[config.mk]
export PLATFORM = sky130hd
export DESIGN_NAME = mux32_x4
export DESIGN_NICKNAME = d
export VERILOG_FILES = /design/src/rtl/mux32_x4.sv
export SDC_FILE = /design/constraint.sdc
export NUM_CORES = 1
export LEC_CHECK = 0
export CAP_MARGIN = 20
export CORE_ASPECT_RATIO = 0.75
export CORE_MARGIN = 2
export CORE_UTILIZATION = 31
export CTS_BUF_LIST = sky130_fd_sc_hd__clkbuf_2 sky130_fd_sc_hd__clkbuf_4 sky130_fd_sc_hd__clkbuf_8
export DETAILED_ROUTE_END_ITERATION = 12
export HOLD_SLACK_MARGIN = 0.05
export MAX_ROUTING_LAYER = met4
export PLACE_DENSITY = 0.83
export SYNTH_ARGS = -nofsm -noshare
export SYNTH_HDL_FRONTEND = slang
export SYNTH_SLANG_ARGS = --single-unit
[constraint.sdc]
create_clock -name clk -period 2.6 [get_ports clk]
set_clock_uncertainty 0.05 [all_clocks]
set_input_delay 0.52 -clock clk [delete_from_list [all_inputs] [get_ports clk]]
set_output_delay 0.52 -clock clk [all_outputs]
set_load 0.01 [all_outputs]
[src/rtl/mux32_x4.sv]
// Four-way WIDTH-bit selector with a zero-latency output plus a registered copy,
// registered select and a one-cycle change flag.
module mux32_x4 #(
  parameter int WIDTH = 32
) (
  input  logic [WIDTH-1:0] in0,
  input  logic [WIDTH-1:0] in1,
  input  logic [WIDTH-1:0] in2,
  input  logic [WIDTH-1:0] in3,
  input  logic [1:0]       select,
  output logic [WIDTH-1:0] out,
  input  logic             clk,
  input  logic             rst,
  output logic [WIDTH-1:0] out_q,
  output logic [1:0]       sel_q,
  output logic             out_changed
);

  // An X/Z select matches no item and falls to the zero default.
  always_comb begin
    out = '0;
    case (select)
      2'b00:   out = in0;
      2'b01:   out = in1;
      2'b10:   out = in2;
      2'b11:   out = in3;
      default: out = '0;
    endcase
  end

  always_ff @(posedge clk) begin
    if (rst) begin
      out_q       <= '0;
      sel_q       <= 2'b00;
      out_changed <= 1'b0;
    end else begin
      out_q       <= out;
      sel_q       <= select;
      out_changed <= (out != out_q);
    end
  end

endmodule

==> results of run 1 <==
## per-layer routing
metal	GRT usage, %	share of wire [%]	vias up
li1	-	-	1024
met1	21.4	36	1020
met2	40.6	56	105
met3	4.09	7.1	2
met4	5.48	0.45	0
met5	-	0	-
## final cells by class
type	instances	share of cell area [%]
clock buffers	6	1.86
clock inverters	1	0.113
multi-input cells	109	28.9
flip-flops and latches	35	15.8
well taps	81	2.28
repair buffers	229	51.1
## cells in the final DEF (no fill, tap or decap)
cell type and count:
clkdlybuf4s50_1 195, clkbuf_8 6, dfxtp_1 35, clkinv_2 1, nand4_1 8, buf_4 27, mux4_2 32, dlymetal6s2s_1 1
a21oi_1 1, buf_12 3, clkdlybuf4s15_1 1, nor4_1 2, nor2b_1 34, buf_2 1, xnor2_1 32, buf_16 1
## registers in the layout (all words and copies together) (netlist names)
| signal | count |
|---|---|
| out_changed | 1 |
| out_q | 32 |
| sel_q | 2 |
## worst max-delay path by stage
stage | startpoint | endpoint | cells after the start
finish | select[0] | out[16] | 4
CTS | select[0] | out[14] | 4
floorplan | select[0] | out_changed | 7
global route | select[1] | out[21] | 4
global placement | select[0] | out[16] | 4
detailed placement | select[0] | out[15] | 4
## synthesized netlist by cell type
cell type  number  share of area, %
xnor2_1        32                14
buf_2           2              0.48
clkbuf_1        5              0.91
nor2b_1        34                10
buf_6           3               1.6
mux4_2         32                35
nand4_1         8               2.4
a21oi_1         1              0.24
nor4_1          2              0.61
dfxtp_1        35                34
buf_12          1              0.97
## metrics by stage
stage | power, mW | hold slack (ns) | TNS [ns]
2_1_floorplan | 0.922 | 0.542 | 0
5_1_grt | 1.88 | 0.696 | 0
3_5_place_dp | 1.42 | 0.616 | -3.18
4_1_cts | 1.82 | 0.650 | 0
6_report | 1.79 | 0.642 | 0
3_3_place_gp | 1.40 | 0.622 | -2.60
## critical path, cell delays in order
cell             delay, ns
clkdlybuf4s15_1       0.35
buf_12                0.22
mux4_2                0.36
clkdlybuf4s50_1       0.51
## logic make-up (layout without fill, tap and decap cells)
kind of cell / Yosys count / after routing / share of synthesized area (%)
muxes: 32 / 32 / 34.9
xor gates and xnor gates: 32 / 32 / 13.6
DFF: 35 / 35 / 33.9
AOI/OAI and AO/OA: 1 / 1 / 0.242
buffers and inverters: 11 / 236 / 4.00
and+or+nand+nor: 44 / 44 / 13.3
## repair_timing
item / CTS / global route
setup endpoints to repair: 32 / 10
cloned: 1 / 0
resized for setup: 1 / 3
## report_power, final
group	total [mW]	internal, mW	switching (mW)
logic	0.793	0.541	0.252
clock network	0.390	0.208	0.182
registers	0.607	0.579	0.0278
==> impl_results.md, run 1 <==
* Antenna violations before repair at 0
* Final Non-Filler Cells at between 400 and 500
* Placed instance area at between 4000 and 5000 sq um
* CTS Buffer Depth at 2
* Yosys warnings at 0
* Max VDD drop at ~0.19 mV
* Flops & latches, synth at 35
* Max-slew violations at 0
* Die Y at 74.7 microns
* Footprint of the multi-input gates at between 1000 and 1500 sq um
* Number of cell rows at 25
* R2r setup slk at ~1.3 ns
* Final period util at 97.5%
* Share of layout cells above drive strength 1 at between 10% and 20%
* I/O pin total at between 150 and 200
* Worst reg2reg path depth at 4
* Worst-skew pair later-pin latency at around 0.28 ns
* Syn Nets at 287
* Hold Crit Depth at 4
* Vias per cell at approximately 4.7
* Sequential cell area at roughly 700 sq um
* Final setup violation count at 0
* Worst Setup End Kind: output port
* Number of max-cap violations at 0
* Post-placement cell count at between 400 and 500
* RSZ-0062 raised after global routing: no
* Worst min path class: reg -> reg
* Final hold vios at 0
* DRT Wirelength at 7550 microns
* Design area at approximately 4400 sq um
* Place WS at -0.141 ns
* Synth-to-Final Area Change at 115%
* Worst Setup Start Kind: input pin
* I/O Buffers at ~200
* DRT Pass-1 Iters at 4
* Status: finished, final reports clean
* Worst hold start: out_q[2]
* Worst Hold Path EP: out_changed
* Routed len/inst at approximately 16 microns
* Relative slew slack at 74.3%
* DIE WIDTH at between 90 and 100 microns
* Pwr/cell area at between 400 and 500 nW/um^2
* Routed Antenna Nets at 0
* Slew @ Worst Pin at slightly below 0.4 ns
* Layout Nets at ~510
* Core area at between 6000 and 7000 sq um
* Synth cell types at 11
* Util after Layout at 69.6%
* Gp weighted congestion at 0.751
* Via count at approximately 2,200
* Critical Path Fanout Max at 17
* Leak at about 1.6 nW
* Detail Placement HPWL at ~6300 microns
* Worst Path Required at between 2 and 2.5 ns
* Fill count at roughly 500
* Antenna cells at 0
* Clock-pin transition on the worst setup and hold timing paths at around 0.070 ns
* Cts hold-fix bufs at 0
* TritonCTS Sinks at 35
* CP arrival at ~2.0 ns
* Vias in the first global route at around 2,300
* Avg Inst Size Synth at roughly 13 sq um
* H-tree Lvls at 2
* Sequential share of the synthesized area at 33.9%
* Global-route wire length before repair at roughly 11,000 microns
* Drt drc at 0
* CTS root buf: clkbuf_8
* Largest net degree at the start of global routing at 36
* Gr usage total at between 20% and 30%
* F_max at approximately 0.39 GHz
* Post-route setup slack at between 0.06 and 0.07 ns
* Global route overflow at 0
* Setup bufs post-CTS at 0
* Crit Reg-Reg Startpoint: out_q[31]
* Num CTS Buffers at 5
* Die Area at about 7300 sq um
* Critical register-to-register path endpoint: out_changed
* Starting Density at 32.4%
* Synth Cell Area at slightly above 2000 sq um
* Min cycle time layout at 2.53 ns
* WS Path Type: in -> out
* CTS tree: built
* Cells after Synth at around 160
* Initial DRC Count at 34
Power figures use the tool's default switching activity.
==> run 2: changes to the inputs <==
Settings changed: PLACE_DENSITY 0.83 to 0.82.
==> impl_results.md, run 2 (synthesis results as in run 1) <==
* F_max at roughly 0.39 GHz
* Critical register-to-register path endpoint: out_changed
* Worst min path class: reg -> reg
* Die Y at between 70 and 80 microns
* Synth-to-Final Area Change at 117%
* Post-placement cell count at about 460
* Gp weighted congestion at about 0.76
* Share of layout cells above drive strength 1 at between 10% and 20%
* Slew @ Worst Pin at about 0.36 ns
* Clock-pin transition on the worst setup and hold timing paths at 0.07 ns
* Gr usage total at roughly 21%
* CTS tree: built
* Global-route wire length before repair at between 10,000 and 15,000 microns
* Vias in the first global route at 2,388
* Initial DRC Count at 24
* Worst Setup Start Kind: input pin
* Switching share of power at about 26%
* CP Launch Point: select[0]
* CP endpoint: out[5]
* RSZ-0062 raised after global routing: no
* Vias per cell at roughly 4.7
* Worst-skew pair later-pin latency at 0.27 ns
* Placed instance area at 4370 sq um
* Layout Nets at 516
* Slowest stage delay, CP at 0.51 ns
* DIE WIDTH at around 100 microns
* Post-Route Setup TNS at 0 ns
* Max-slew violations at 0
* Global route overflow at 0
* R2r setup slk at 1.31 ns
* Final hold vios at 0
* Min cycle time layout at around 2.5 ns
* H-tree Lvls at 2
* Clock power frac at between 20% and 30%
* CTS root buf: clkbuf_8
* Final period util at 97.6%
* Detail Placement HPWL at approximately 6100 microns
* DRT Pass-1 Iters at 4
* Place WS at -0.124 ns
* Via count at approximately 2,200
* Relative slew slack at about three quarters
* Pwr/cell area at about 400 nW/um^2
* Routed Antenna Nets at 0
* Leak at ~1.6 nW
* Starting Density at 32.4%
* Max FFs per register at 32
* Routed len/inst at roughly 16 microns
* Antenna violations before repair at 0
* DRT Wirelength at between 7000 and 8000 microns
* Largest net degree at the start of global routing at 36
* Num CTS Buffers at 5
* Slowest CP cell: clkdlybuf4s50_1
* TritonCTS Sinks at 35
* Cts hold-fix bufs at 0
* Commonest non-fill, non-tap cell in the layout: clkdlybuf4s50_1
* Final setup violation count at 0
* Antenna cells at 0
* Logic gate share of total power at 44.6%
* Final total power at about 1.8 mW
* Number of cell rows at 25
* Power Internal at between 1 and 1.5 mW
* Worst Setup End Kind: output port
* Drt drc at 0
* Critical Path Fanout Max at 16
* Design area at 4490 sq um
* Setup bufs post-CTS at 0
* CP arrival at ~2.0 ns
* Sequential share of power at between 30% and 40%
* Final Non-Filler Cells at about 470
* Largest register by flop count: out_q
* Status: finished, final reports clean
* Commonest non-fill, non-tap cells in the layout: clkdlybuf4s50_1 (196), dfxtp_1 (35), nor2b_1 (34)
* Max VDD drop at ~0.27 mV
* Largest registers: out_q (32), sel_q (2), out_changed (1)
* I/O pin total at 199
* CTS Buffer Depth at 2
* Worst Path Required at just over 2 ns
* Post-route setup slack at roughly 0.06 ns
* WS Path Type: in -> out
* Crit-path cells: clkdlybuf4s15_1 -> bufbuf_16 -> mux4_2 -> clkdlybuf4s50_1
* Worst reg2reg path depth at 4
* Number of max-cap violations at 0
* Crit Reg-Reg Startpoint: out_q[8]
* Net switching power at ~460 uW
* I/O Buffers at approximately 200
* Die Area at 7340 sq um
* Core area at ~6400 sq um
-- run 2: power by group through the flow --
stage	clock, mW	sequential [mW]	combinational (mW)
global placement	0	0.616	0.792
detailed placement	0	0.619	0.803
CTS	0.409	0.606	0.815
floorplan	0	0.637	0.284
global route	0.438	0.611	0.855
finish	0.392	0.606	0.803
-- run 2: layout make-up --
cell class | count | area, sq um
clock inverters | 1 | 5.00
multi-input cells | 109 | 1280
fillers | 500 | 1890
well taps | 81 | 101
clock buffers | 7 | 83.8
flip-flops and latches | 35 | 701
repair buffers | 233 | 2310
-- run 2: worst min path at each step --
| stage | start | end | slack, ns | cells past startpoint |
|---|---|---|---|---|
| 5_1_grt | out_q[0] | out_changed | 0.70 | 4 |
| 4_1_cts | out_q[2] | out_changed | 0.65 | 4 |
| 2_1_floorplan | rst | out_q[26] | 0.54 | 1 |
| 3_3_place_gp | out_q[2] | out_changed | 0.62 | 4 |
| 3_5_place_dp | out_q[26] | out_changed | 0.63 | 4 |
| 6_report | out_q[26] | out_changed | 0.64 | 4 |
-- run 2: stage by stage --
step / hold slack, ns / utilization [%]
6_report: 0.637 / 70.3
3_5_place_dp: 0.630 / 68.4
4_1_cts: 0.654 / 70.3
3_3_place_gp: 0.617 / 68.4
5_1_grt: 0.698 / 70.3
2_1_floorplan: 0.542 / -
-- run 2: timing repair --
item                       4_1_cts  5_1_grt
resized for setup                1        1
setup endpoints to repair       32       14
gates cloned                     1        0
-- run 2: routing by layer --
| metal | track usage, % | routed length [microns] | part of all wire, % |
|---|---|---|---|
| met5 | - | 0 | 0 |
| met4 | 7.46 | 150 | 2.0 |
| met2 | 37.0 | 3820 | 52 |
| met3 | 4.64 | 591 | 8.0 |
| met1 | 22.9 | 2820 | 38 |
-- run 2: worst max-delay path, delay by kind of cell --
kind | cells | cell delay [ns]
buffers and inverters | 3 | 1.12
multiplexers | 1 | 0.32
==> run 3: changes to the inputs <==
Settings changed: SKIP_CTS_REPAIR_TIMING set to 1.
==> impl_results.md, run 3 (synthesis results as in run 1) <==
* Buffers and inverters on the worst path at 2
* Largest net degree at the start of global routing at 36
* CTS tree: built
* Util after Layout at a little over two thirds
* Worst-skew pair later-pin latency at 0.27 ns
* Worst Setup Start Kind: input pin
* Place WS at -0.124 ns
* Final setup violation count at 0
* Post-placement cell count at ~460
* Die Area at roughly 7300 sq um
* Switching share of power at 25.8%
* Max VDD drop at approximately 0.27 mV
* Layout Nets at between 500 and 600
* Num CTS Buffers at 5
* Via count at about 2,200
* Crit-path cells: clkdlybuf4s50_1 -> mux4_2 -> clkdlybuf4s50_1
* DIE WIDTH at around 98 microns
* Routed len/inst at around 16 microns
* Drt drc at 0
* Min cycle time layout at 2.51 ns
* Vias per cell at between 4 and 5
* Fill count at ~500
* Worst Setup End Kind: output port
* Core area at between 6000 and 7000 sq um
* Final total power at around 1.8 mW
* Final Non-Filler Cells at roughly 470
* Leak at approximately 1.7 nW
* Logic gate share of total power at between 40 and 50%
* WS Path Type: in -> out
* Critical Path Fanout Max at 3
* Global-route wire length before repair at ~11,000 microns
* Number of max-cap violations at 0
* Clock power frac at 21.9%
* Worst min path class: reg -> reg
* I/O Buffers at 198
* Clock-pin transition on the worst setup and hold timing paths at ~0.070 ns
* Antenna cells at 0
* Pwr/cell area at ~400 nW/um^2
* Routed Antenna Nets at 0
* Status: finished, final reports clean
* CP arrival at 1.94 ns
* DRT Wirelength at about 7400 microns
* CTS Buffer Depth at 2
* Slowest CP cell: clkdlybuf4s50_1
* Commonest non-fill, non-tap cell in the layout: clkdlybuf4s50_1
* Relative slew slack at 75.5%
* RSZ-0062 raised after global routing: no
* Initial DRC Count at 21
* Starting Density at roughly 32%
* Final hold vios at 0
* Power Internal at ~1.3 mW
* TritonCTS Sinks at 35
* Slew @ Worst Pin at about 0.37 ns
* Commonest non-fill, non-tap cells in the layout: clkdlybuf4s50_1 (196), dfxtp_1 (35), nor2b_1 (34)
* Gp weighted congestion at approximately 0.76
* Largest register by flop count: out_q
* Post-route setup slack at around 0.09 ns
* Worst Path Required at 2.03 ns
* H-tree Lvls at 2
* Global route overflow at 0
* Largest registers: out_q (32), sel_q (2), out_changed (1)
* I/O pin total at around 200
* Sequential share of power at 33.6%
* Synth-to-Final Area Change at 117%
* Final period util at 96.5%
* Crit path top cell by count: clkdlybuf4s50_1
* Max-slew violations at 0
* Max FFs per register at 32
* Vias in the first global route at between 2,000 and 2,500
* Hold_ws at 0.637 ns
* Share of layout cells above drive strength 1 at approximately 20%
* F_max at between 0.3 and 0.4 GHz
* Die Y at about 75 microns
* Number of cell rows at 25
* Post-Route Setup TNS at 0 ns
* Gr usage total at between 10% and 20%
* Antenna violations before repair at 0
* Slowest stage delay, CP at around 0.5 ns
* CTS root buf: clkbuf_8
* CP top delay family: buffers and inverters
* Net switching power at 464 uW
* Placed instance area at 4370 sq um
* Detail Placement HPWL at between 6000 and 7000 microns
* DRT Pass-1 Iters at 4
* Design area at 4480 sq um
==> run 3: path summary, 6_finish.rpt <==
check	from	endpoint	slack, ns	depth (start not counted)
worst max-delay path	in3[8]	out[8]	0.09	3
worst min-delay path	out_q[26]	out_changed	0.64	4
worst max register to register	out_q[8]	out_changed	1.31	4
worst min register to register	out_q[26]	out_changed	0.64	4
==> run 3: power by group through the flow <==
stage	Combinational, mW	Sequential (mW)	Clock [mW]
2_1_floorplan	0.284	0.637	0
3_3_place_gp	0.792	0.616	0
3_5_place_dp	0.803	0.619	0
4_1_cts	0.807	0.606	0.409
5_1_grt	0.853	0.611	0.438
6_report	0.801	0.606	0.396
==> run 3: layer usage <==
layer | routed length [microns] | track usage (%) | vias to the layer above
met2 | 3790 | 36.5 | 108
met4 | 160 | 6.54 | 0
met5 | 0 | - | -
met3 | 573 | 4.18 | 12
li1 | - | - | 1033
met1 | 2830 | 21.8 | 1045
==> run 3: cell type report <==
class	instances	area, sq um	share of cell area (%)
flip-flops and latches	35	701	15.6
well taps	81	101	2.26
clock inverters	1	5.00	0.112
multi-input cells	109	1280	28.6
repair buffers	233	2310	51.5
clock buffers	7	83.8	1.87
==> run 3: worst reg2reg max path, cell delays in order, from the launching register on <==
cell	delay, ns
dfxtp_1	0.32
xnor2_1	0.21
nand4_1	0.15
nor4_1	0.33
a21oi_1	0.11
